===== config.mk =====
export PLATFORM = sky130hd
export DESIGN_NAME = reaction_timer_top
export DESIGN_NICKNAME = d
export VERILOG_FILES = /design/src/rtl/reaction_timer_top.sv
export SDC_FILE = /design/constraint.sdc
export NUM_CORES = 1
export LEC_CHECK = 0
export ABC_AREA = 1
export CAP_MARGIN = 0
export CORE_MARGIN = 4
export CORE_UTILIZATION = 25
export CTS_CLUSTER_SIZE = 24
export DETAILED_ROUTE_END_ITERATION = 10
export HOLD_SLACK_MARGIN = 0.05
export SLEW_MARGIN = 20
export SYNTH_ARGS = -nofsm -noshare
export SYNTH_HDL_FRONTEND = slang
export SYNTH_SLANG_ARGS = --single-unit

===== constraint.sdc =====
create_clock -name Clk -period 2.93 [get_ports Clk]
set_clock_uncertainty 0.05 [all_clocks]
set_input_delay 0.4395 -clock Clk [delete_from_list [all_inputs] [get_ports Clk]]
set_output_delay 0.4395 -clock Clk [all_outputs]
set_load 0.02 [all_outputs]

===== src/rtl/reaction_timer_top.sv =====
// Reaction-time game: random delay, lamps on, measure button latency in ms.
// Also provides a free-running divided clock and the LFSR state for display.
module reaction_timer_top #(
   parameter int CLK_PER_MS = 50000,
   parameter int SLOW_MS    = 1000
) (
   input  logic        Clk,
   input  logic        Rst,
   input  logic        Start,
   input  logic        LCDAck,
   output logic [7:0]  LED,
   output logic [9:0]  ReactionTime,
   output logic        Cheat,
   output logic        Slow,
   output logic        Wait,
   output logic        LCDUpdate,
   output logic [12:0] RandomGen,
   output logic        ClkOut
);

   localparam int CW = (CLK_PER_MS > 2) ? $clog2(CLK_PER_MS) : 1;
   localparam logic [CW-1:0] CNT_LAST = CW'(CLK_PER_MS - 1);
   localparam logic [CW-1:0] CNT_HALF = CW'(CLK_PER_MS / 2 - 1);
   localparam logic [9:0]    SLOW_LIM = 10'(SLOW_MS);

   typedef enum logic [1:0] {S_IDLE, S_WAIT, S_TIMING, S_DONE} state_t;

   state_t        state, state_next;
   logic          rst_meta, rst_sync_n;
   logic [CW-1:0] div_cnt, pre_cnt;
   logic          start_q, start_edge, ms_tick;
   logic [11:0]   wait_cnt, wait_cnt_next, delay_ms, delay_next;
   logic [9:0]    rt_next;
   logic          cheat_next, slow_next;
   logic [7:0]    led_next;

   // NOTE: reset asserts asynchronously but releases only after two clock edges,
   // so every downstream flop leaves reset on the same clean edge.
   always_ff @(posedge Clk or negedge Rst) begin
      if (!Rst) begin
         rst_meta   <= 1'b0;
         rst_sync_n <= 1'b0;
      end else begin
         rst_meta   <= 1'b1;
         rst_sync_n <= rst_meta;
      end
   end

   assign start_edge = Start & ~start_q;
   assign ms_tick    = (pre_cnt == CNT_LAST);

   always_ff @(posedge Clk or negedge rst_sync_n) begin
      if (!rst_sync_n) begin
         div_cnt   <= '0;
         ClkOut    <= 1'b0;
         RandomGen <= 13'h0001;
         start_q   <= 1'b0;
      end else begin
         div_cnt   <= (div_cnt == CNT_LAST) ? '0 : div_cnt + 1'b1;
         if (div_cnt == CNT_HALF || div_cnt == CNT_LAST)
            ClkOut <= ~ClkOut;
         RandomGen <= {RandomGen[11:0],
                       RandomGen[12] ^ RandomGen[3] ^ RandomGen[2] ^ RandomGen[0]};
         start_q   <= Start;
      end
   end

   // NOTE: every always_comb output gets a default first so no path infers a latch.
   always_comb begin
      state_next    = state;
      rt_next       = ReactionTime;
      cheat_next    = Cheat;
      slow_next     = Slow;
      wait_cnt_next = wait_cnt;
      delay_next    = delay_ms;
      unique case (state)
         S_IDLE: if (start_edge) begin
            rt_next       = '0;
            cheat_next    = 1'b0;
            slow_next     = 1'b0;
            delay_next    = 12'd1000 + {1'b0, RandomGen[10:0]};
            wait_cnt_next = '0;
            state_next    = S_WAIT;
         end
         S_WAIT: if (start_edge) begin
            cheat_next = 1'b1;
            rt_next    = '0;
            state_next = S_DONE;
         end else if (ms_tick) begin
            if (wait_cnt + 12'd1 == delay_ms) state_next    = S_TIMING;
            else                              wait_cnt_next = wait_cnt + 12'd1;
         end
         // Timeout beats a press that lands on the same tick.
         S_TIMING: if (ms_tick && (ReactionTime + 10'd1 == SLOW_LIM)) begin
            rt_next    = SLOW_LIM;
            slow_next  = 1'b1;
            state_next = S_DONE;
         end else if (start_edge) begin
            state_next = S_DONE;
         end else if (ms_tick) begin
            rt_next = ReactionTime + 10'd1;
         end
         S_DONE:  if (LCDAck) state_next = S_IDLE;
         default: state_next = S_IDLE;
      endcase
   end

   always_comb begin
      led_next = 8'h00;
      case (state_next)
         S_IDLE:   led_next = 8'h01;
         S_TIMING: led_next = 8'hFF;
         default:  led_next = 8'h00;
      endcase
   end

   // Outputs are registered from the next state so they change with the state.
   always_ff @(posedge Clk or negedge rst_sync_n) begin
      if (!rst_sync_n) begin
         state        <= S_IDLE;
         pre_cnt      <= '0;
         wait_cnt     <= '0;
         delay_ms     <= '0;
         ReactionTime <= '0;
         Cheat        <= 1'b0;
         Slow         <= 1'b0;
         LED          <= 8'h01;
         Wait         <= 1'b0;
         LCDUpdate    <= 1'b0;
      end else begin
         state        <= state_next;
         if (state_next != state && (state_next == S_WAIT || state_next == S_TIMING))
            pre_cnt <= '0;
         else
            pre_cnt <= ms_tick ? '0 : pre_cnt + 1'b1;
         wait_cnt     <= wait_cnt_next;
         delay_ms     <= delay_next;
         ReactionTime <= rt_next;
         Cheat        <= cheat_next;
         Slow         <= slow_next;
         LED          <= led_next;
         Wait         <= (state_next == S_WAIT);
         LCDUpdate    <= (state_next == S_DONE);
      end
   end

endmodule


==> results of run 1 <==
-- kinds of logic after synthesis --
family,after synthesis
adders and majority gates,10
and+or+nand+nor,314
xor gates and xnor gates,23
AOI/OAI and AO/OA,74
other,1
DFF,91
buffers and inverters,106
-- area by class of cell --
cell class                      count  area (um2)
Multi-Input combinational cell    422        2220
Clock buffer                       13         250
Timing Repair Buffer               51         523
Sequential cell                    91        2280
Tap cell                          265         332
Clock inverter                      2        13.8
Inverter                           92         345
Fill cell                        2065       13400
-- Yosys cell counts, drive strengths merged, types with 2 or more instances --
| cell | instances |
|---|---|
| nor3 | 7 |
| clkinv | 2 |
| inv | 90 |
| ha | 10 |
| clkbuf | 4 |
| o21ai | 41 |
| o211a | 2 |
| nand3 | 65 |
| nor4 | 3 |
| nor2 | 66 |
| dfstp | 2 |
| nand4 | 18 |
| xor2 | 18 |
| nor3b | 5 |
| or2 | 4 |
| xnor2 | 5 |
| nand3b | 3 |
| buf | 10 |
| a21oi | 27 |
| dfrtp | 89 |
| nand2 | 143 |
-- where the power goes --
part           total (mW)  switching (mW)  internal, mW  leakage, nW
Sequential           1.69           0.213          1.48         1.21
Combinational        1.80            1.09         0.712         1.38
Clock                1.06           0.468         0.596        0.130
-- metrics by stage --
stage                     area [um2]  cells  power, mW
final                           5970    936       4.56
after global placement          5640    918       3.35
after CTS                       5900    933       4.45
after global routing            5970    936       4.90
after floorplan                 4910    619       2.87
after detailed placement        5640    918       3.36
-- cell usage in the layout, fill, tap and decap left out, drive strengths merged --
master,count
ha,10
conb,1
dfstp,2
nor2,66
clkinv,3
nor3,7
inv,91
xnor2,5
clkbuf,14
nand3,65
buf,11
o21ai,41
a21oi,27
nand2,143
a31oi,1
nor4,3
a22o,1
dfrtp,89
o211a,2
nor3b,5
nand4,18
or2,4
o22ai,1
nand3b,3
o211ai,1
clkdlybuf4s50,39
xor2,18
-- how the worst max path moves through the flow --
stage	to	slack (ps)
detailed placement	pre_cnt[3]	140
CTS	pre_cnt[3]	120
floorplan	pre_cnt[10]	60
finish	pre_cnt[8]	270
global route	pre_cnt[8]	20
global placement	pre_cnt[1]	180
-- timing repair --
item,CTS,global route
setup endpoints to repair,0,16
hold endpoints to repair,0,0
buffers inserted,0,2
resized for setup,0,9
-- registers in the layout, summed over array words and instances, names as in the netlist --
name	count
Wait	1
ClkOut	1
rst_meta	1
rst_sync_n	1
LCDUpdate	1
Slow	1
pre_cnt	16
Cheat	1
wait_cnt	12
state	2
start_q	1
LED	2
ReactionTime	10
delay_ms	12
RandomGen	13
div_cnt	16
-- worst max-delay path: stages (launching register included) --
cell,delay (ps)
dfrtp_1,430
ha_4,290
inv_1,40
nand2_1,50
nand2_1,60
nor2_2,90
nand3_2,130
inv_1,80
nand3_1,60
nor2_1,110
nand3_1,80
nor2_1,90
nand3_1,90
nand4_1,160
inv_1,90
ha_1,310
inv_2,110
clkbuf_16,170
a21oi_2,60
-- per-layer routing --
layer / vias up / share of wire, % / global-route usage (%) / routed length [um]
met2: 59 / 47 / 16.9 / 5140
met5: - / 0 / 0 / 0
met3: 11 / 2.9 / 2.32 / 319
li1: 2081 / - / - / -
met1: 1882 / 48 / 13.5 / 5220
met4: 0 / 1.6 / 3.70 / 171
==> qor.tcl, run 1 <==
set qor(status) {finished, final reports clean}
set qor(r2r_slack_ps) 270
set qor(cts.sink_count) 91
set qor(total_nets_after_synthesis) 633
set qor(antenna_cells_inserted) 0
set qor(leakage_nw) 2.72
set qor(route.antenna.remaining_nets) 0
set qor(slew_headroom_pct) 60.9
set qor(synthToLayoutAreaGrowth_pct) 21.5
set qor(rr_startpoint) {wait_cnt[1]}
set qor(synth_top_area_cell) {dfrtp_1}
set qor(route.final.wire_length_um) 10900
set qor(power.ir.vdd_worst_mv) 0.300
set qor(placement.setup.worst_slack_ps) 141
set qor(dpl.hpwl_um) 7940
set qor(power_per_cell_area_mw_per_mm2) 763
set qor(post_synth_xor_area_fraction_pct) 4.10
set qor(port-buffer-count) 39
set qor(first_pass_grt_wire_length_um) 18600
set qor(die_y_um) 148
set qor(path_clk_slew_ps) 60
set qor(antenna_found_initial) 0
set qor(kind_of_end_point_of_the_critical_path) {flop}
set qor(vias) 4033
set qor(synth.area.mux_share_pct) 0
set qor(yosys_warnings) 0
set qor(number_of_buffers_on_the_longest_clock_path) 2
set qor(first_iter_violations) 197
set qor(tritoncts.num_buffers) 9
set qor(grt_overflow) 0
set qor(num-nets-final) 681
set qor(synth_cells) 619
set qor(wire_per_inst_um) 11.6
set qor(maxCapViolations) 0
set qor(design.die.area_mm2) 0.0220
set qor(syn_avg_cell_area_um2) 7.94
set qor(grt_max_degree) 49
set qor(yosys.area.top_type_share_pct) 45.3
set qor(synth_cell_types) 38
set qor(fin_setup_tns_ps) 0
set qor(synth_enable_flop_cells) 0
set qor(report.final.setup_viol) 0
set qor(cts_tree) {built}
set qor(clk_root_buffer_cell) {clkbuf_16}
set qor(worst_slew_pin_slew_ps) 586
set qor(path_class) {reg -> reg}
set qor(fp.dieW_um) 148
set qor(rsz0062_at_grt) {false}
set qor(synth_adder_area_share_pct) 2.55
set qor(fraction_of_the_mapped_netlist_area_in_compound_gates_pct) 8.84
set qor(clock_tree.htree_level_count) 3
set qor(r2r_cells) 18
set qor(crit-reg2reg-capture) {pre_cnt[8]}
set qor(floorplan.initialDensity_pct) 25.3
set qor(required_arrival_time_at_the_worst_endpoint_ps) 3100
set qor(min_path_type) {in -> async}
set qor(final.setup.worst_slack_ps) 273
set qor(dominant_combinational_cell_family_by_area_after_synthesis) {simple AND/OR/NAND/NOR gates}
set qor(synth_seq_area_share_pct) 46.4
set qor(cts-hold-fix-buffers) 0
set qor(io_pins) 40
set qor(insertion_delay_ps) 340
set qor(track_usage_pct) 10.3
set qor(drt-vias-per-instance) 4.31
set qor(layout-drive-gt1-share_pct) 10.1
set qor(timing_hold_violations_final) 0
set qor(fin_util_pct) 30.8
set qor(detailedRoute.firstPassIterationCount) 4
set qor(post_synth_and_or_nand_nor_area_fraction_pct) 29.1
set qor(routability_congestion_estimate) 0.847
set qor(worstPathMaxFanout) 8
set qor(timing_max_transition_violations_final) 0
set qor(drcViolationCount) 0
set qor(asyncSetResetFlopFracSynth_pct) 100
set qor(cp_arrival_ps) 2830
set qor(finalHoldWorstSlack_ps) 214
set qor(ys_top_cells_by_area) {dfrtp_1, nand2_1, inv_1}
set qor(timing.final.crit_period_ps) 2660
set qor(timing.fmax_ghz) 0.376
set qor(timing.critical_path.from) {wait_cnt[1]}
set qor(first_global_vias) 3920
set qor(timing.critical_path.from_type) {flop}
set qor(fp-row-count) 51
set qor(layout_worst_path_cycle_share_pct) 90.7
set qor(synth_ff_type) {dfrtp_1}
set qor(ys_ff_latch) 91
set qor(core_region_area_mm2) 0.0194
set qor(netlist_area_before_placement_mm2) 0.00491
Note: power is estimated with default switching activity, not from simulation.
==> run 2, diff against run 1 <==
==> constraint.sdc (replaced) <==
create_clock -name Clk -period 2.9 [get_ports Clk]
set_clock_uncertainty 0.05 [all_clocks]
set_input_delay 0.435 -clock Clk [delete_from_list [all_inputs] [get_ports Clk]]
set_output_delay 0.435 -clock Clk [all_outputs]
set_load 0.02 [all_outputs]
==> run 2 against run 1 <==
Critical path type unchanged. Maximum frequency down 0.58%. Largest cell class unchanged. Routed wire length grew 1.7%. Sequential power hardly changed. Combinational power decreased by 4%. Non-clock buffer count grew 2. Critical path depth unchanged. Cell area is 0.86% higher. Sequential share of layout area decreased by 0.28 points. Clock power increased by 20%. Sequential cell count unchanged. Count of clock-buffer cells in the layout shrank 1. Die area did not move.
==> qor.tcl, run 2 (same netlist as run 1, synthesis figures left out) <==
set qor(grt_overflow) 0
set qor(detailedRoute.firstPassIterationCount) 4
set qor(insertion_delay_ps) 350
set qor(fin_setup_tns_ps) 0
set qor(cp.buffers_inverters) 4
set qor(required_arrival_time_at_the_worst_endpoint_ps) 3070
set qor(antenna_cells_inserted) 0
set qor(timing_hold_violations_final) 0
set qor(timing.critical_path.from) {wait_cnt[1]}
set qor(rr_startpoint) {wait_cnt[1]}
set qor(placement.setup.worst_slack_ps) 97.8
set qor(clk_root_buffer_cell) {clkbuf_16}
set qor(report.final.setup_viol) 0
set qor(cts_tree) {built}
set qor(leakage_nw) 2.75
set qor(design.die.area_mm2) 0.0220
set qor(layout.cells.most_common_list) {nand2_1, inv_1, dfrtp_1}
set qor(path_class) {reg -> reg}
set qor(cts-hold-fix-buffers) 0
set qor(core_region_area_mm2) 0.0194
set qor(power_per_cell_area_mw_per_mm2) 783
set qor(power.ir.vdd_worst_mv) 0.393
set qor(finalHoldWorstSlack_ps) 193
set qor(first_global_vias) 3864
set qor(path_clk_slew_ps) 60
set qor(synthToLayoutAreaGrowth_pct) 22.6
set qor(cts.sink_count) 91
set qor(layout_top_registers) {div_cnt x16, pre_cnt x16, RandomGen x13}
set qor(delay_of_the_slowest_critical_path_stage_ps) 450
set qor(critPathMostFrequentCell) {nand2_1}
set qor(layout.cells.most_common) {nand2_1}
set qor(grt_max_degree) 53
set qor(die_y_um) 148
set qor(fp-row-count) 51
set qor(first_iter_violations) 250
set qor(io_pins) 40
set qor(cp_top_family) {simple AND/OR/NAND/NOR gates}
set qor(slew_headroom_pct) 54.6
set qor(drcViolationCount) 0
set qor(dpl.hpwl_um) 8140
set qor(clock_tree.htree_level_count) 3
set qor(port-buffer-count) 39
set qor(number_of_buffers_on_the_longest_clock_path) 2
set qor(first_pass_grt_wire_length_um) 18600
set qor(timing.fmax_ghz) 0.374
set qor(fp.dieW_um) 148
set qor(place.detailed.instances) 919
set qor(tritoncts.num_buffers) 9
set qor(floorplan.initialDensity_pct) 25.3
set qor(maxCapViolations) 0
set qor(track_usage_pct) 10.6
set qor(min_path_type) {in -> async}
set qor(final.setup.worst_slack_ps) 228
set qor(stdcell_count) 939
set qor(route.final.wire_length_um) 11000
set qor(antenna_found_initial) 0
set qor(worst_slew_pin_slew_ps) 681
set qor(kind_of_end_point_of_the_critical_path) {flop}
set qor(num-nets-final) 683
set qor(routability_congestion_estimate) 0.822
set qor(worstPathMaxFanout) 16
set qor(drt-vias-per-instance) 4.33
set qor(timing.final.crit_period_ps) 2670
set qor(vias) 4067
set qor(layout_worst_path_cycle_share_pct) 92.2
set qor(layout-drive-gt1-share_pct) 10.5
set qor(critical_path.cell_chain) {ha_4 > inv_1 > nand2_1 > nand2_1 > nor2_2 > nand3_2 > nor2_2 > nand3_1 > nor2_1 > nand4_1 > nand2_1 > nand2_1 > nand2_1 > inv_1 > ha_1 > inv_1 > buf_12 > a21oi_1}
set qor(wire_per_inst_um) 11.8
set qor(route.antenna.remaining_nets) 0
set qor(timing.critical_path.from_type) {flop}
set qor(status) {finished, final reports clean}
set qor(totalPowerFinal_mw) 4.72
set qor(critPathSlowestCell) {dfrtp_2}
set qor(timing_max_transition_violations_final) 0
set qor(cp_arrival_ps) 2840
[run 2: changes by cell type in the layout (fill, tap and decap cells not counted), sizes merged]
| cell | before | now |
|---|---|---|
| buf | 11 | 14 |
| inv | 91 | 90 |
| bufinv | 0 | 2 |
| clkbuf | 14 | 12 |
| clkinv | 3 | 4 |
[run 2: where the power goes]
group          internal, mW  leakage (nW)  total (mW)  switching (mW)
Combinational         0.651          1.38        1.73            1.08
Clock                 0.780         0.157        1.27           0.492
Sequential             1.49          1.20        1.72           0.224
[run 2: final cells by class]
class / instances / area [um2]
Timing Repair Buffer: 53 / 520
Fill cell: 2069 / 13400
Clock inverter: 4 / 73.8
Multi-Input combinational cell: 422 / 2220
Clock buffer: 12 / 246
Sequential cell: 91 / 2290
Inverter: 92 / 345
Tap cell: 265 / 332
[run 2: final timing paths]
kind / to / slack (ps) / cells past startpoint
setup / recovery: pre_cnt[3] / 230 / 18
hold / removal: rst_sync_n / 190 / 1
setup reg to reg: pre_cnt[3] / 230 / 18
hold reg to reg: rst_sync_n / 300 / 0
max in group asynchronous: LED[0] / 1770 / 1
min in group Clk: rst_sync_n / 300 / 0
[run 2: routing by layer]
layer	GRT usage (%)	vias to the layer above	routed length, um
li1	-	2083	-
met1	13.6	1925	5370
met2	17.1	45	5140
met3	1.80	14	244
met4	5.36	0	289
met5	0	-	0
[run 2: stage by stage]
stage | instance area [um2] | util (%)
2_1_floorplan | 4910 | -
3_3_place_gp | 5640 | 29.1
3_5_place_dp | 5640 | 29.1
4_1_cts | 5960 | 30.7
5_1_grt | 6020 | 31.1
6_report | 6020 | 31.1
[run 2: timing repair]
| action | 4_1_cts | 5_1_grt |
|---|---|---|
| buffers inserted | 0 | 4 |
| resized for setup | 0 | 8 |
| endpoints found under the setup margin | 0 | 16 |
| endpoints found under the hold margin | 0 | 0 |
[run 2: worst register-to-register path, cell delays in order, from the launching register on]
cell and delay (ps):
dfrtp_2 450, ha_4 290, inv_1 40, nand2_1 40, nand2_1 60, nor2_2 100, nand3_2 100, nor2_2 120
nand3_1 80, nor2_1 160, nand4_1 110, nand2_1 80, nand2_1 80, nand2_1 110, inv_1 80, ha_1 270
inv_1 90, buf_12 160, a21oi_1 90
==> RTL edit, RTL diff (settings of run 1) <==
Compare `div_cnt` against `CNT_HALF` with >= in place of ==.
--- a/src/rtl/reaction_timer_top.sv
+++ b/src/rtl/reaction_timer_top.sv
@@ -57,7 +57,7 @@
          start_q   <= 1'b0;
       end else begin
          div_cnt   <= (div_cnt == CNT_LAST) ? '0 : div_cnt + 1'b1;
-         if (div_cnt == CNT_HALF || div_cnt == CNT_LAST)
+         if (div_cnt >= CNT_HALF || div_cnt == CNT_LAST)
             ClkOut <= ~ClkOut;
          RandomGen <= {RandomGen[11:0],
                        RandomGen[12] ^ RandomGen[3] ^ RandomGen[2] ^ RandomGen[0]};
Check against the original RTL: same outputs for any inputs over 10 cycles, from zero or initial values and one cycle with Rst low; that may be too few to reach the edited logic, so the function may still have changed.
==> RTL edit against run 1 <==
  * Cell area shrank 0.52%
  * Maximum frequency shrank 1.1%
  * Setup slack got worse by 0.029 ns
  * Cell count shrank 1.2%
  * Wire length down 1.7%
  * Combinational power shrank 19%
  * Sequential cell count unchanged
  * Synthesized area down 0.41%
  * Total power is 5.2% lower
  * Critical path type unchanged
==> RTL edit: results (changes against run 1) <==
[status]
outcome=finished clean  ; unchanged

[route]
wirelength_um=10700  ; was 10900 um
wl_met1_um=5140  ; was 5220 um
viasPerCell=4.34  ; was 4.31
dr_wl_met3_um=369  ; was 319 um
num_vias=4018  ; was 4033
drt_iter0_drc=195  ; was 197

[yosys]
syn-num-nets=626  ; was 633
ys_top_cells_by_count=nand2_1 (150), dfrtp_1 (89), inv_1 (87)  ; was nand2_1 (137), inv_1 (90), dfrtp_1 (89)
synth_cell_types=42  ; was 38
synth_fa_ha_area_share_pct=2.30  ; was 2.55%
seq_area_frac_synth_pct=46.6  ; was 46.4%
synth_compound_area_share_pct=9.28  ; was 8.84%
synth_xor_area_share_pct=3.94  ; was 4.10%

[global_route]
use_met1_pct=13.3  ; was 13.5%
grt_usage_pct=10.2  ; was 10.3%
grtUsageMet3_pct=2.08  ; was 2.32%
met2_usage_pct=16.6  ; was 16.9%

[worst_setup_path]
worstPathArrival_ns=2.87  ; was 2.83 ns
critPathSlowestCell=dfrtp_2  ; was dfrtp_1
regToRegSetupSlack_ns=0.24  ; was 0.27 ns
reg2regPathDepth=19  ; was 18
endpoint=pre_cnt[15]  ; was pre_cnt[8]
max_stage_delay_ns=0.41  ; was 0.43 ns

[pwr]
ir_drop_mv=0.254  ; was 0.300 mV
power.net_switching_mw=1.64  ; was 1.77 mW
leakage_nw=2.71  ; was 2.72 nW

[timing]
worst_pin_slew_ns=0.563  ; was 0.586 ns

[place]
pre_cts_ws_ns=0.104  ; was 0.141 ns
gp_congestion=0.815  ; was 0.847

[cells_and_area]
drive_above_1_share_pct=10.2  ; was 10.1%

[clock_tree]
clk_latency_ns=0.36  ; was 0.34 ns

-- RTL edit: power groups by stage --
stage	Clock (mW)	Combinational, mW	Sequential [mW]
finish	1.19	1.46	1.67
global route	1.28	1.64	1.71
CTS	1.22	1.42	1.67
detailed placement	0	1.42	1.69
global placement	0	1.40	1.69
floorplan	0	1.05	1.68
-- RTL edit: worst register-to-register path: cells and delay by family, from the launching register on --
kind,cells,cell delay [ns]
AO/OA/AOI/OAI,2,0.23
AND/OR/NAND/NOR,13,1.15
flip-flops,1,0.41
buffers and inverters,3,0.43
adder cells (fa/ha/maj),1,0.30
-- RTL edit: logic make-up (layout without fill, tap and decap cells) --
kind of cell               count (synthesis)  count (layout)
xor gates and xnor gates                  22              22
DFF                                       91              91
and+or+nand+nor                          315             315
AOI/OAI and AO/OA                         74              74
adders and majority gates                  9               9
buffers and inverters                    101             153
other                                      1               1
-- RTL edit: stage by stage --
step,util [%],area (um^2),total power [mW]
final,31.3,5940,4.32
after global routing,31.3,5940,4.63
after CTS,31.1,5900,4.31
after detailed placement,29.5,5600,3.11
after global placement,29.5,5600,3.09
after floorplan,-,4890,2.74
-- RTL edit: what timing repair did --
| action | in CTS | in global routing |
|---|---|---|
| buffers inserted | 0 | 3 |
| gates resized for setup | 0 | 7 |
| setup endpoints to repair | 0 | 16 |
-- RTL edit: cell type report --
| cell class | count | area share [%] |
|---|---|---|
| timing repair buffer | 50 | 8.24 |
| clock inverter | 6 | 1.22 |
| clock buffer | 10 | 3.85 |
| multi-input combinational | 421 | 37.2 |
| tap | 260 | 5.48 |
| inverter | 87 | 5.50 |
| sequential | 91 | 38.5 |
